===== src/rtl/interp_lin_stream_if.sv =====
// ---------------------------------------------------------------------------
// interp_lin_stream_if
// Input sample stream for the linear interpolator: one signed sample per
// transfer, with a valid/ready handshake.
//   v_in      signed sample from the source
//   in_valid  v_in holds a sample this cycle
//   in_ready  sink can take a sample this cycle
// Modports: master = sample source, slave = interpolator.
// ---------------------------------------------------------------------------
interface interp_lin_stream_if #(
   parameter int WIDTH = 20
);
   logic signed [WIDTH-1:0] v_in;
   logic                    in_valid;
   logic                    in_ready;

   modport master (output v_in, output in_valid, input in_ready);
   modport slave  (input v_in, input in_valid, output in_ready);
endinterface


===== src/rtl/interp_lin_stream.sv =====
// ---------------------------------------------------------------------------
// interp_lin_stream
// Upsamples a stream of signed samples by RATIO using exact linear
// interpolation. Each accepted sample starts a sequential divider that
// produces the floor quotient/remainder of (sample - current target) / RATIO.
// A Bresenham error accumulator then walks the segment so that every point
// is base + floor((target-base)*k/RATIO), and the segment lands exactly on
// the next sample. Optional zero-order-hold mode and sticky overrun/underrun
// flags.
//
// Ports:
//   clock      fast clock
//   reset      synchronous, active-high
//   s_in       sample stream (v_in, in_valid, in_ready), slave side
//   mode       0 = linear, 1 = zero-order hold; sampled at segment load
//   flag_clr   clears the sticky flags (a coincident set wins)
//   interp_o   interpolated output sample, signed
//   out_valid  high from the first segment load onward
//   overrun    sticky: a sample was offered while in_ready was low (dropped)
//   underrun   sticky: a segment ended with no next sample pending
//
// state | meaning
// ------+--------------------------------------------------------------
// HOLD  | no segment in progress, interp_o constant, waiting for a sample
// RUN   | stepping through a segment, phase 0..RATIO-1
// ---------------------------------------------------------------------------
module interp_lin_stream #(
   parameter int WIDTH = 20,
   parameter int RATIO = 50
) (
   input  logic                    clock,
   input  logic                    reset,
   interp_lin_stream_if.slave      s_in,
   input  logic                    mode,
   input  logic                    flag_clr,
   output logic signed [WIDTH-1:0] interp_o,
   output logic                    out_valid,
   output logic                    overrun,
   output logic                    underrun
);

   localparam int QW = WIDTH + 1;
   localparam int RW = $clog2(RATIO);
   localparam int CW = $clog2(WIDTH + 2);

   localparam logic [RW:0]   RATIO_E   = (RW+1)'(RATIO);
   localparam logic [RW-1:0] PHASE_END = RW'(RATIO - 1);
   localparam logic [CW-1:0] DIV_ITERS = CW'(WIDTH + 1);

   localparam logic [0:0] HOLD = 1'b0;
   localparam logic [0:0] RUN  = 1'b1;

   // The divider must finish inside one segment for back-to-back streaming.
   generate
      if (RATIO < WIDTH + 3) begin : g_ratio_check
         $error("interp_lin_stream: RATIO must be at least WIDTH+3");
      end
   endgenerate

   // segment registers
   logic [0:0]              state;
   logic [RW-1:0]           phase;
   logic signed [WIDTH-1:0] base;
   logic signed [WIDTH-1:0] target;
   logic signed [QW-1:0]    q;
   logic [RW-1:0]           r;
   logic [RW-1:0]           err;

   // pending sample and its step
   logic signed [WIDTH-1:0] pend_s;
   logic signed [QW-1:0]    pend_q;
   logic [RW-1:0]           pend_r;
   logic                    pend_full;

   // divider
   logic                    div_busy;
   logic [CW-1:0]           div_cnt;
   logic                    div_neg;
   logic [QW-1:0]           div_dq;
   logic [RW-1:0]           div_rem;

   logic                    accept;
   logic                    load;
   logic                    ovr_set;
   logic                    und_set;

   logic signed [QW-1:0]    diff;
   logic [QW-1:0]           diff_mag;
   logic [RW:0]             trial;
   logic                    trial_ge;
   logic [RW-1:0]           rem_next;
   logic [QW-1:0]           dq_p1;
   logic signed [QW-1:0]    fix_q;
   logic [RW-1:0]           fix_r;

   logic [RW:0]             err_sum;
   logic                    carry;
   logic [RW-1:0]           err_next;
   logic [QW-1:0]           inc;
   logic signed [WIDTH-1:0] interp_step;

   // ---------------------------------------------------------------------
   // handshake and control
   // ---------------------------------------------------------------------
   assign s_in.in_ready = !pend_full && !div_busy;
   assign accept        = s_in.in_valid && s_in.in_ready;
   assign ovr_set       = s_in.in_valid && !s_in.in_ready;
   assign load          = pend_full && ((state == HOLD) || (phase == PHASE_END));
   assign und_set       = (state == RUN) && (phase == PHASE_END) && !pend_full && out_valid;

   // ---------------------------------------------------------------------
   // divider datapath
   // ---------------------------------------------------------------------
   // One extra bit keeps the difference of two full-scale samples exact.
   assign diff     = {s_in.v_in[WIDTH-1], s_in.v_in} - {target[WIDTH-1], target};
   assign diff_mag = diff[QW-1] ? QW'(-diff) : QW'(diff);

   // Restoring step: remainder shifted left with the next dividend bit.
   assign trial    = {div_rem, div_dq[QW-1]};
   assign trial_ge = (trial >= RATIO_E);
   assign rem_next = trial_ge ? RW'(trial - RATIO_E) : RW'(trial);

   // Sign fixup turns the truncating magnitude result into a floor result
   // with a non-negative remainder.
   assign dq_p1 = div_dq + 1'b1;

   always_comb begin
      fix_q = $signed(div_dq);
      fix_r = div_rem;
      if (div_neg) begin
         if (div_rem != '0) begin
            fix_q = $signed(-dq_p1);
            fix_r = RW'(RATIO_E - {1'b0, div_rem});
         end else begin
            fix_q = $signed(-div_dq);
            fix_r = '0;
         end
      end
   end

   // ---------------------------------------------------------------------
   // step datapath
   // ---------------------------------------------------------------------
   assign err_sum     = {1'b0, err} + {1'b0, r};
   assign carry       = (err_sum >= RATIO_E);
   assign err_next    = carry ? RW'(err_sum - RATIO_E) : RW'(err_sum);
   assign inc         = carry ? QW'(q + 1'b1) : QW'(q);
   // The exact walk stays between base and target, so truncation is safe.
   assign interp_step = WIDTH'(interp_o + inc);

   // ---------------------------------------------------------------------
   // divider and pending sample
   // ---------------------------------------------------------------------
   always_ff @(posedge clock) begin
      if (reset) begin
         div_busy  <= 1'b0;
         div_cnt   <= '0;
         div_neg   <= 1'b0;
         div_dq    <= '0;
         div_rem   <= '0;
         pend_s    <= '0;
         pend_q    <= '0;
         pend_r    <= '0;
         pend_full <= 1'b0;
      end else begin
         if (load) begin
            pend_full <= 1'b0;
         end
         if (accept) begin
            pend_s   <= s_in.v_in;
            div_busy <= 1'b1;
            div_cnt  <= DIV_ITERS;
            div_neg  <= diff[QW-1];
            div_dq   <= diff_mag;
            div_rem  <= '0;
         end else if (div_busy) begin
            if (div_cnt != '0) begin
               div_cnt <= div_cnt - 1'b1;
               div_rem <= rem_next;
               div_dq  <= {div_dq[QW-2:0], trial_ge};
            end else begin
               div_busy  <= 1'b0;
               pend_q    <= fix_q;
               pend_r    <= fix_r;
               pend_full <= 1'b1;
            end
         end
      end
   end

   // ---------------------------------------------------------------------
   // segment sequencer
   // ---------------------------------------------------------------------
   always_ff @(posedge clock) begin
      if (reset) begin
         state     <= HOLD;
         phase     <= '0;
         base      <= '0;
         target    <= '0;
         interp_o  <= '0;
         q         <= '0;
         r         <= '0;
         err       <= '0;
         out_valid <= 1'b0;
      end else if (load) begin
         base      <= target;
         target    <= pend_s;
         interp_o  <= target;
         phase     <= '0;
         err       <= '0;
         state     <= RUN;
         out_valid <= 1'b1;
         if (mode) begin
            q <= '0;
            r <= '0;
         end else begin
            q <= pend_q;
            r <= pend_r;
         end
      end else if (state == RUN) begin
         if (phase != PHASE_END) begin
            phase    <= phase + 1'b1;
            err      <= err_next;
            interp_o <= interp_step;
         end else begin
            interp_o <= target;
            state    <= HOLD;
         end
      end
   end

   // ---------------------------------------------------------------------
   // sticky flags
   // ---------------------------------------------------------------------
   always_ff @(posedge clock) begin
      if (reset) begin
         overrun  <= 1'b0;
         underrun <= 1'b0;
      end else begin
         if (flag_clr) begin
            overrun  <= 1'b0;
            underrun <= 1'b0;
         end
         if (ovr_set) begin
            overrun <= 1'b1;
         end
         if (und_set) begin
            underrun <= 1'b1;
         end
      end
   end

   // The output never leaves the span of the current segment.
   a_in_span: assert property (@(posedge clock) disable iff (reset)
      out_valid |-> ((interp_o >= base && interp_o <= target) ||
                     (interp_o <= base && interp_o >= target)));

endmodule

===== src/flat_wrapper.sv =====
// flat-port wrapper written by rule: the top's interface ports become plain ports
module interp_lin_stream_flat 
#(
   parameter int WIDTH = 20,
   parameter int RATIO = 50
)
  (clock, reset, mode, flag_clr, interp_o, out_valid, overrun, underrun, s_in_v_in, s_in_in_valid, s_in_in_ready);
  interp_lin_stream_if #(.WIDTH(WIDTH)) s_in_i ();
  input  logic clock;
  input  logic reset;
  input  logic mode;
  input  logic flag_clr;
  output logic signed [WIDTH-1:0] interp_o;
  output logic out_valid;
  output logic overrun;
  output logic underrun;
  input wire logic [$bits(s_in_i.v_in)-1:0] s_in_v_in;
  input wire logic [$bits(s_in_i.in_valid)-1:0] s_in_in_valid;
  output wire logic [$bits(s_in_i.in_ready)-1:0] s_in_in_ready;
  assign s_in_i.v_in = s_in_v_in;
  assign s_in_i.in_valid = s_in_in_valid;
  assign s_in_in_ready = s_in_i.in_ready;
  interp_lin_stream #(.WIDTH(WIDTH), .RATIO(RATIO)) u_core (.clock(clock), .reset(reset), .s_in(s_in_i), .mode(mode), .flag_clr(flag_clr), .interp_o(interp_o), .out_valid(out_valid), .overrun(overrun), .underrun(underrun));
endmodule

===== config.mk =====
export PLATFORM = sky130hd
export DESIGN_NAME = interp_lin_stream_flat
export DESIGN_NICKNAME = d
export VERILOG_FILES = /design/src/rtl/interp_lin_stream_if.sv /design/src/rtl/interp_lin_stream.sv /design/src/flat_wrapper.sv
export SDC_FILE = /design/constraint.sdc
export NUM_CORES = 1
export LEC_CHECK = 0
export CAP_MARGIN = 20
export CELL_PAD_IN_SITES_DETAIL_PLACEMENT = 1
export CELL_PAD_IN_SITES_GLOBAL_PLACEMENT = 1
export CORE_MARGIN = 1.5
export CORE_UTILIZATION = 50
export CTS_CLUSTER_DIAMETER = 200
export DETAILED_ROUTE_END_ITERATION = 10
export PLACE_DENSITY = 0.95
export SLEW_MARGIN = 25
export SYNTH_ARGS = -nofsm -noshare
export SYNTH_HDL_FRONTEND = slang
export SYNTH_SLANG_ARGS = --single-unit

===== constraint.sdc =====
create_clock -name clock -period 7.1 [get_ports clock]
set_input_delay 1.065 -clock clock [delete_from_list [all_inputs] [get_ports clock]]
set_output_delay 1.065 -clock clock [all_outputs]
set_load 0.01 [all_outputs]

**Word-level counts from Yosys, hierarchy flattened**

Index checks and enable logic that the tools add are counted.
W data, S select, Z words.

- $add $sub $neg: 13
- Shifts and indexed selects: 0
- Order comparisons: 2
- Equality and inequality tests: 2
- Bitwise logic cells: 3
- Multipliers: 0
- Mux-type cells: 32
- Divide/modulo/power cells: 0
- Reduce and logical (&&, ||, !) cells: 24

Operators by type and width:

| cell | count |
|---|---|
| $mux W20 | 7 |
| $mux W21 | 4 |
| $add A20 B1 Y20 const B | 2 |
| $neg A20 Y20 | 2 |
| $mux W6 | 5 |
| $neg A21 Y21 | 1 |
| $sub A20 B20 Y21 | 1 |
| $add A20 B20 Y20 | 1 |
| $mux W5 | 3 |
| $ge A7 B6 Y1 const B | 2 |
| $mux W1 | 13 |
| $sub A6 B6 Y6 const B | 2 |
| $reduce_bool A2 Y1 | 5 |
| $add A6 B6 Y7 | 1 |
| $logic_and A1 B1 Y1 | 7 |
| $add A6 B1 Y6 const B | 1 |
| $eq A6 B6 Y1 const B | 1 |
| $ne A6 B6 Y1 const B | 1 |
| $reduce_and A2 Y1 | 3 |
| $reduce_bool A6 Y1 | 1 |
| $sub A6 B6 Y6 const A | 1 |
| $reduce_bool A5 Y1 | 1 |
| $sub A5 B1 Y5 const B | 1 |
| $reduce_or A2 Y1 | 2 |
| 4 further kinds | 8 |

- Bits in registers: 163
- ROM bits: 0
- Output and inout bits: 24
- Logic and storage cells: 96
- Latch bits: 0
- RAM bits: 0
- Input port bits: 25
- Memories: 0

**Logic depth before layout (Yosys ltp)**

Gate-level depths: netlist (run 1).

- Depth in word-level cells: 7
- Gate-level depth with buffers: 23
- Mapped depth without buffers: 21

**Least setup slack after synthesis (run 1)**

No wires, ideal clock.

- Kind: reg2reg
- Start point: reg u_core.err[0]
- End point: reg u_core.interp_o[15]
- Library setup time: 74 ps
- Setup slack: 2526 ps
- Stages on the path, launching flop included: 22
- Required time: 7026 ps
- Data arrival time: 4500 ps
- Clock period less this slack: 4574 ps
- Path buffers: 2
- Cell sequence: dfxtp_1 ha_1 fa_1 a21o_1 a21oi_1 xnor2_1 o211a_1 nand2b_1 clkbuf_1 and3_1 clkbuf_1 nand4_1 xnor2_1 ha_1 a211o_1 a21oi_1 o2111ai_1 a21boi_0 and2_1 o21a_1 or3_1 a31oi_1

- Longest elaborated chain between the ends: 7

RTL lines:

| what | line | RTL |
|---|---|---|
| from (decl) | interp_lin_stream.sv:67 | `logic [RW-1:0] err;` |
| from (signal assigned) | interp_lin_stream.sv:223 | `err <= err_next;` |
| $add A6 B6 Y7 | interp_lin_stream.sv:144 | `assign err_sum = {1'b0, err} + {1'b0, r};` |
| $ge A7 B6 Y1 | interp_lin_stream.sv:145 | `assign carry = (err_sum >= RATIO_E);` |
| $mux W20 | interp_lin_stream.sv:147 | `assign inc = carry ? QW'(q + 1'b1) : QW'(q);` |
| $add A20 B20 Y20 | interp_lin_stream.sv:149 | `assign interp_step = WIDTH'(interp_o + inc);` |
| $mux W20 | interp_lin_stream.sv:221 | `if (phase != PHASE_END) begin` |
| $mux W20 | interp_lin_stream.sv:220 | `end else if (state == RUN) begin` |
| $mux W20 | interp_lin_stream.sv:205 | `end else if (load) begin` |
| to (signal assigned) | interp_lin_stream.sv:208 | `interp_o <= target;` |
| to (signal assigned) | interp_lin_stream.sv:224 | `interp_o <= interp_step;` |
| to (signal assigned) | interp_lin_stream.sv:226 | `interp_o <= target;` |
| to (decl) | interp_lin_stream.sv:36 | `output logic signed [WIDTH-1:0] interp_o,` |

No other way between the ends. The select of a mux whose other input is x is not followed.
A chain may end at the register's enable or synchronous reset.

**Final worst setup path (run 1)**

- Start point: reg u_core.err[0]
- End point: reg u_core.interp_o[18]

The elaborated chain is that of the path after synthesis.

==> impl_metrics.ini, run 1 <==
[grt]
grt_pass1_vias = 10259
grtUsageTotal = 0.3533
grt_pass1_wl_um = 56410
antenna_found_initial = 0
grt.overflow.total = 0
grt_max_degree = 73

[critical_path]
crit_top_cell = xnor2_1
worst-path-stages = 20
path_cells = ha_1 -> fa_1 -> a21o_1 -> a21oi_1 -> xnor2_1 -> o211a_1 -> nand2b_1 -> and3_1 -> nand4_1 -> xnor2_1 -> ha_1 -> inv_1 -> nor2_1 -> nand4_1 -> o21bai_1 -> a31oi_1 -> a41oi_1 -> a31oi_1 -> xnor2_1 -> o41ai_1
reg2reg_depth = 20
crit_path_end_kind = register
crit_required_ps = 7430
crit_path_start_kind = register
crit_family = compound AO/OA/AOI/OAI gates
worstPathMaxFanout = 9
path_class = reg2reg
cp_slowest_cell = fa_1
crit_path_max_incr_delay_ps = 440
path_buf_inv = 1
arrival_ps = 5850

[logic_synthesis]
syn_nets = 1325
ys_types = 77
ys_seq_elements = 163
syn_area_um2 = 9878
synth.avg_cell_area_um2 = 7.953
synthCells = 1242
synth_edf_count = 0
synthArstFlopShare = 0
synth_ff_type = dfxtp_1
ys_warn_count = 0
ys_seq_area_frac = 0.3303

[floorplan]
num_rows = 51
ios = 49
core_region_area_um2 = 19400
dieArea_um2 = 20610
initial_core_util = 0.5092
fp.dieW_um = 143.6
die_y_um = 143.6

[drt]
drt-total-wl_um = 35550
drtIter0Drc = 1068
routedWlPerCell_um = 23.28
dr.pass1.iters = 6
vias_per_cell = 6.616
vias = 10103
detail-route-antenna-nets = 0
drc = 0

[pwr]
p_int_uw = 1678
p_switching_uw = 860.7
leakage_uw = 0.004113
pwr-share-seq = 0.413
p_sw_frac = 0.3390
clkPwrFrac = 0.373
ir_drop_mv = 0.2321
combPwrFrac = 0.215
power_uw = 2539
powerDensity_nw_per_um2 = 229.2

[clock_network]
clock_sinks = 163
cts_tree = built
postCtsSetupRepairBufs = 0
cts_resized = 0
cts_hold_buf = 0
root_buffer = clkbuf_16
cts_buffer_depth = 2
clk_latency_ps = 450
numCtsBuffers = 17
clk_pin_slew_worst_paths_ps = 70
cts_max_level = 4

[sta]
fin_skew_ps = 14.05
post-route-min-period_ps = 5526
fin_crit_sh = 0.7783
fin_setup_tns_ps = 0
fmax_ghz = 0.1810
tightest_slew_ps = 1098
setup_violations = 0
slew_violations = 0
rsz0062_at_grt = false
final_hold_viol_count = 0
slew_headroom = 0.2661

[status]
status = finished, final reports clean

[final_layout]
fin_nets = 1331
post-route-util = 0.5709
instances_no_fill = 1527
drive_gt1_frac = 0.05313
seqCellArea_um2 = 3263
multi_input_area_um2 = 6175
fillers = 2382
area_growth_pct = 12.11

[place]
gp_congestion = 0.8857
numPortBuffers = 48
hpwl_um = 22280
placed_cells = 1494

[flow_run]
cap_viol_max_count = 0

[min_path]
hold_depth = 2
hold_path_class = reg2reg
## layout make-up
type | count | area share
timing repair buffer | 57 | 0.04926
antenna | 1 | 0.0002260
clock inverter | 13 | 0.01277
tap | 265 | 0.02994
sequential | 163 | 0.2947
multi-input combinational | 963 | 0.5576
clock buffer | 19 | 0.04000
inverter | 46 | 0.01559
## kinds of logic after synthesis
logic type	Yosys count	synth area share
XOR/XNOR	91	0.08220
buffers and inverters	116	0.04547
flip-flops	163	0.3303
multiplexers	9	0.009373
AND/OR/NAND/NOR	430	0.1995
AO/OA/AOI/OAI	375	0.2574
adder cells (fa/ha/maj)	58	0.07574
## registers in the layout (all words and copies together), names as in the netlist, 20 cells and up
register         cells
u_core.div_dq       21
u_core.interp_o     20
u_core.pend_q       20
u_core.pend_s       20
u_core.q            20
u_core.target       20
## cell usage in the layout, fill, tap and decap left out, types with 8 or more instances in the layout
cell,count
a211oi_1,40
a21o_1,16
a21oi_1,113
a22o_1,25
a22oi_1,18
a31oi_1,16
and2_1,10
and3_1,11
buf_4,10
clkbuf_16,17
clkdlybuf4s50_1,47
dfxtp_1,163
ha_1,55
inv_1,46
nand2_1,181
nand3_1,20
nand4_1,11
nor2_1,113
nor3_1,24
o211ai_1,13
o21ai_0,47
o21bai_1,9
o31ai_1,10
or4_1,8
xnor2_1,51
xor2_1,38
## final timing paths
check / slack, ps / from / endpoint
setup / recovery: 1570 / u_core.err[0]$_SDFFE_PP0P_ / u_core.interp_o[18]$_SDFFE_PP0P_
setup reg to reg: 1570 / u_core.err[0]$_SDFFE_PP0P_ / u_core.interp_o[18]$_SDFFE_PP0P_
hold reg to reg: 460 / u_core.pend_s[17]$_SDFFE_PP0P_ / u_core.target[17]$_SDFFE_PP0P_
hold / removal: 460 / u_core.pend_s[17]$_SDFFE_PP0P_ / u_core.target[17]$_SDFFE_PP0P_
## metrics by stage
step           cell area (um^2)  setup slack, ps  hold WS, ps
2_1_floorplan              9878             2526        425.7
3_3_place_gp              10490             2284        439.6
3_5_place_dp              10490             2062        445.0
4_1_cts                   11070             1700        455.3
5_1_grt                   11070             1382        478.7
6_report                  11070             1574        455.5
## cell usage after synthesis (25+ instances only)
master / instances / area [um^2]
inv_1: 46 / 172.7
nor3_1: 25 / 125.1
clkbuf_1: 58 / 217.7
ha_1: 55 / 688.2
nand2_1: 181 / 679.4
xnor2_1: 51 / 446.7
a22o_1: 25 / 219.0
nor2_1: 113 / 424.2
dfxtp_1: 163 / 3263
a21oi_1: 113 / 565.5
a211oi_1: 40 / 300.3
o21ai_0: 47 / 235.2
xor2_1: 38 / 332.8
## power by group through the flow
stage / sequential (uW) / clock [uW] / combinational (uW)
2_1_floorplan: 1040 / 0 / 362
3_3_place_gp: 1050 / 0 / 481
3_5_place_dp: 1060 / 0 / 507
4_1_cts: 1040 / 943 / 534
5_1_grt: 1050 / 988 / 587
6_report: 1050 / 946 / 545
## tightest hold or removal path, stage by stage, from the launching register on
cell and delay, ps:
dfxtp_1 310, nand2_1 50, a21oi_1 50
## layer usage
metal,routed length (um),part of all wire,GRT usage,up-vias
li1,-,-,-,4478
met4,1600,0.045,0.1745,0
met1,14370,0.40,0.4293,5005
met2,17470,0.49,0.6111,485
met3,2114,0.059,0.04898,135
met5,0,0,0,-
Power figures use the tool's default switching activity.
==> inputs of run 2 (changes only) <==
Settings changed: CORE_UTILIZATION 50 to 42, PLACE_DENSITY 0.95 to 0.89.
Clock period 7.1 ns to 4.91 ns, I/O delays scaled along.
==> run 2 against run 1 <==
Effect of this change: final area rose by 1.6%; largest cell class unchanged; sequential power up 43%; largest power group unchanged; setup slack got worse by 1300 ps; critical endpoint is now u_core.interp_o[14]$_SDFFE_PP0P_.
==> impl_metrics.ini, run 2 (same netlist as run 1, synthesis figures left out) <==
[final_layout]
final_cell_mix = nand2_1, dfxtp_1, nor2_1
area_growth_pct = 13.93
design_area_um2 = 11250
final_common_cell = nand2_1
largest_reg_flops = 21
antenna_cells = 0
fin_nets = 1340
drive_gt1_frac = 0.06535
top_register = u_core.div_dq

[drt]
routedWlPerCell_um = 19.28
drc = 0
detail-route-antenna-nets = 0
dr.pass1.iters = 7
vias_per_cell = 5.922
vias = 9374
drtIter0Drc = 592
drt-total-wl_um = 30520

[place]
numPortBuffers = 48
hpwl_um = 22110
gp_congestion = 0.9091
placed_cell_area_um2 = 10600

[critical_path]
path_class = reg2reg
crit_path_end_kind = register
cp_slowest_cell = fa_1
path_cells = ha_1 -> fa_1 -> xnor2_2 -> ha_1 -> nand2_1 -> o211a_1 -> nand2b_1 -> xor2_1 -> ha_1 -> fa_1 -> a21o_1 -> a21oi_1 -> o21bai_1 -> o21bai_1 -> a31oi_2 -> a21o_1 -> a211o_1 -> a31oi_1 -> nor3_1
worstPathMaxFanout = 4
ff2ff_setup_slack_ps = 300
arrival_ps = 4900
crit_required_ps = 5200
r2r_start = u_core.err[0]$_SDFFE_PP0P_
crit_top_cell = ha_1
crit_path_start_kind = register
r2r-end = u_core.interp_o[14]$_SDFFE_PP0P_
reg2reg_depth = 19
crit_path_max_incr_delay_ps = 450

[grt]
grtUsageTotal = 0.2539
grt_pass1_wl_um = 49200
grt_max_degree = 73
grt_pass1_vias = 9505
grt.overflow.total = 0
antenna_found_initial = 0

[status]
status = finished, final reports clean

[floorplan]
ios = 49
dieArea_um2 = 24450
die_y_um = 156.4
initial_core_util = 0.4324
fp.dieW_um = 156.4
core_region_area_um2 = 22850
num_rows = 55

[min_path]
hp-start = u_core.pend_s[10]$_SDFFE_PP0P_
hold_depth = 2
min_to = u_core.pend_s[10]$_SDFFE_PP0P_
hold_path_class = reg2reg

[sta]
slew_violations = 0
slew_headroom = 0.2945
final_hold_viol_count = 0
tightest_slew_ps = 1054
fin_crit_sh = 0.9391
fin_skew_ps = 14.60
post-route-min-period_ps = 4611
worst_hold_slack_ps = 455.3
fin_setup_tns_ps = 0
setup_violations = 0
rsz0062_at_grt = false
fmax_ghz = 0.2169

[clock_network]
root_buffer = clkbuf_16
clk_pin_slew_worst_paths_ps = 70
cts_buffer_depth = 2
cts_tree = built
clk_latency_ps = 440
cts_hold_buf = 0
numCtsBuffers = 17
cts_max_level = 4
clock_sinks = 163

[flow_run]
cap_viol_max_count = 0

[pwr]
ir_drop_mv = 0.1919
leakage_uw = 0.004179
powerDensity_nw_per_um2 = 323.8
power_uw = 3644
==> run 2: area by class of cell <==
type | instances | area [um^2]
clock buffer | 18 | 439.2
clock inverter | 14 | 161.4
fill | 2767 | 11590
inverter | 46 | 172.7
multi-input combinational | 963 | 6213
sequential | 163 | 3263
tap | 313 | 391.6
timing repair buffer | 66 | 613.1
==> run 2: stage by stage <==
stage	setup slack [ps]	instances	utilization
global route	27.59	1583	0.4926
detailed placement	76.10	1549	0.4639
CTS	44.39	1581	0.4902
global placement	266.7	1549	0.4639
floorplan	335.9	1242	-
finish	298.9	1583	0.4926
==> run 2: timing repair <==
action                                  4_1_cts  5_1_grt
endpoints found under the setup margin        0        7
buffers inserted                              0        2
hold endpoints to repair                      0        0
resized for setup                             0        8
==> run 2: power by group <==
group / internal (uW) / total [uW] / switching (uW)
combinational: 289 / 748 / 459
sequential: 1410 / 1500 / 94.7
clock: 780 / 1390 / 614
total: 2480 / 3640 / 1170
==> run 2: worst max path at each step <==
stage	startpoint	endpoint	depth (start not counted)	slack (ps)
2_1_floorplan	u_core.err[0]$_SDFFE_PP0P_	u_core.interp_o[15]$_SDFFE_PP0P_	21	340
3_3_place_gp	u_core.err[0]$_SDFFE_PP0P_	u_core.interp_o[18]$_SDFFE_PP0P_	18	270
3_5_place_dp	u_core.err[0]$_SDFFE_PP0P_	u_core.interp_o[18]$_SDFFE_PP0P_	19	80
4_1_cts	u_core.err[0]$_SDFFE_PP0P_	u_core.interp_o[18]$_SDFFE_PP0P_	19	40
5_1_grt	u_core.err[0]$_SDFFE_PP0P_	u_core.interp_o[15]$_SDFFE_PP0P_	21	30
6_report	u_core.err[0]$_SDFFE_PP0P_	u_core.interp_o[14]$_SDFFE_PP0P_	19	300
==> run 2: worst max-delay path, delay by kind of cell, from the launching register on <==
family / cells / cell delay [ps]
flip-flops: 1 / 320
AO/OA/AOI/OAI: 9 / 1820
adder cells (fa/ha/maj): 5 / 1600
AND/OR/NAND/NOR: 3 / 330
XOR/XNOR: 2 / 410
==> run 2: per-layer routing <==
metal,vias up,share of wire,GRT usage
li1,4488,-,-
met1,4639,0.45,0.3238
met2,209,0.49,0.4398
met3,38,0.040,0.03572
met4,0,0.019,0.08299
met5,-,0,0
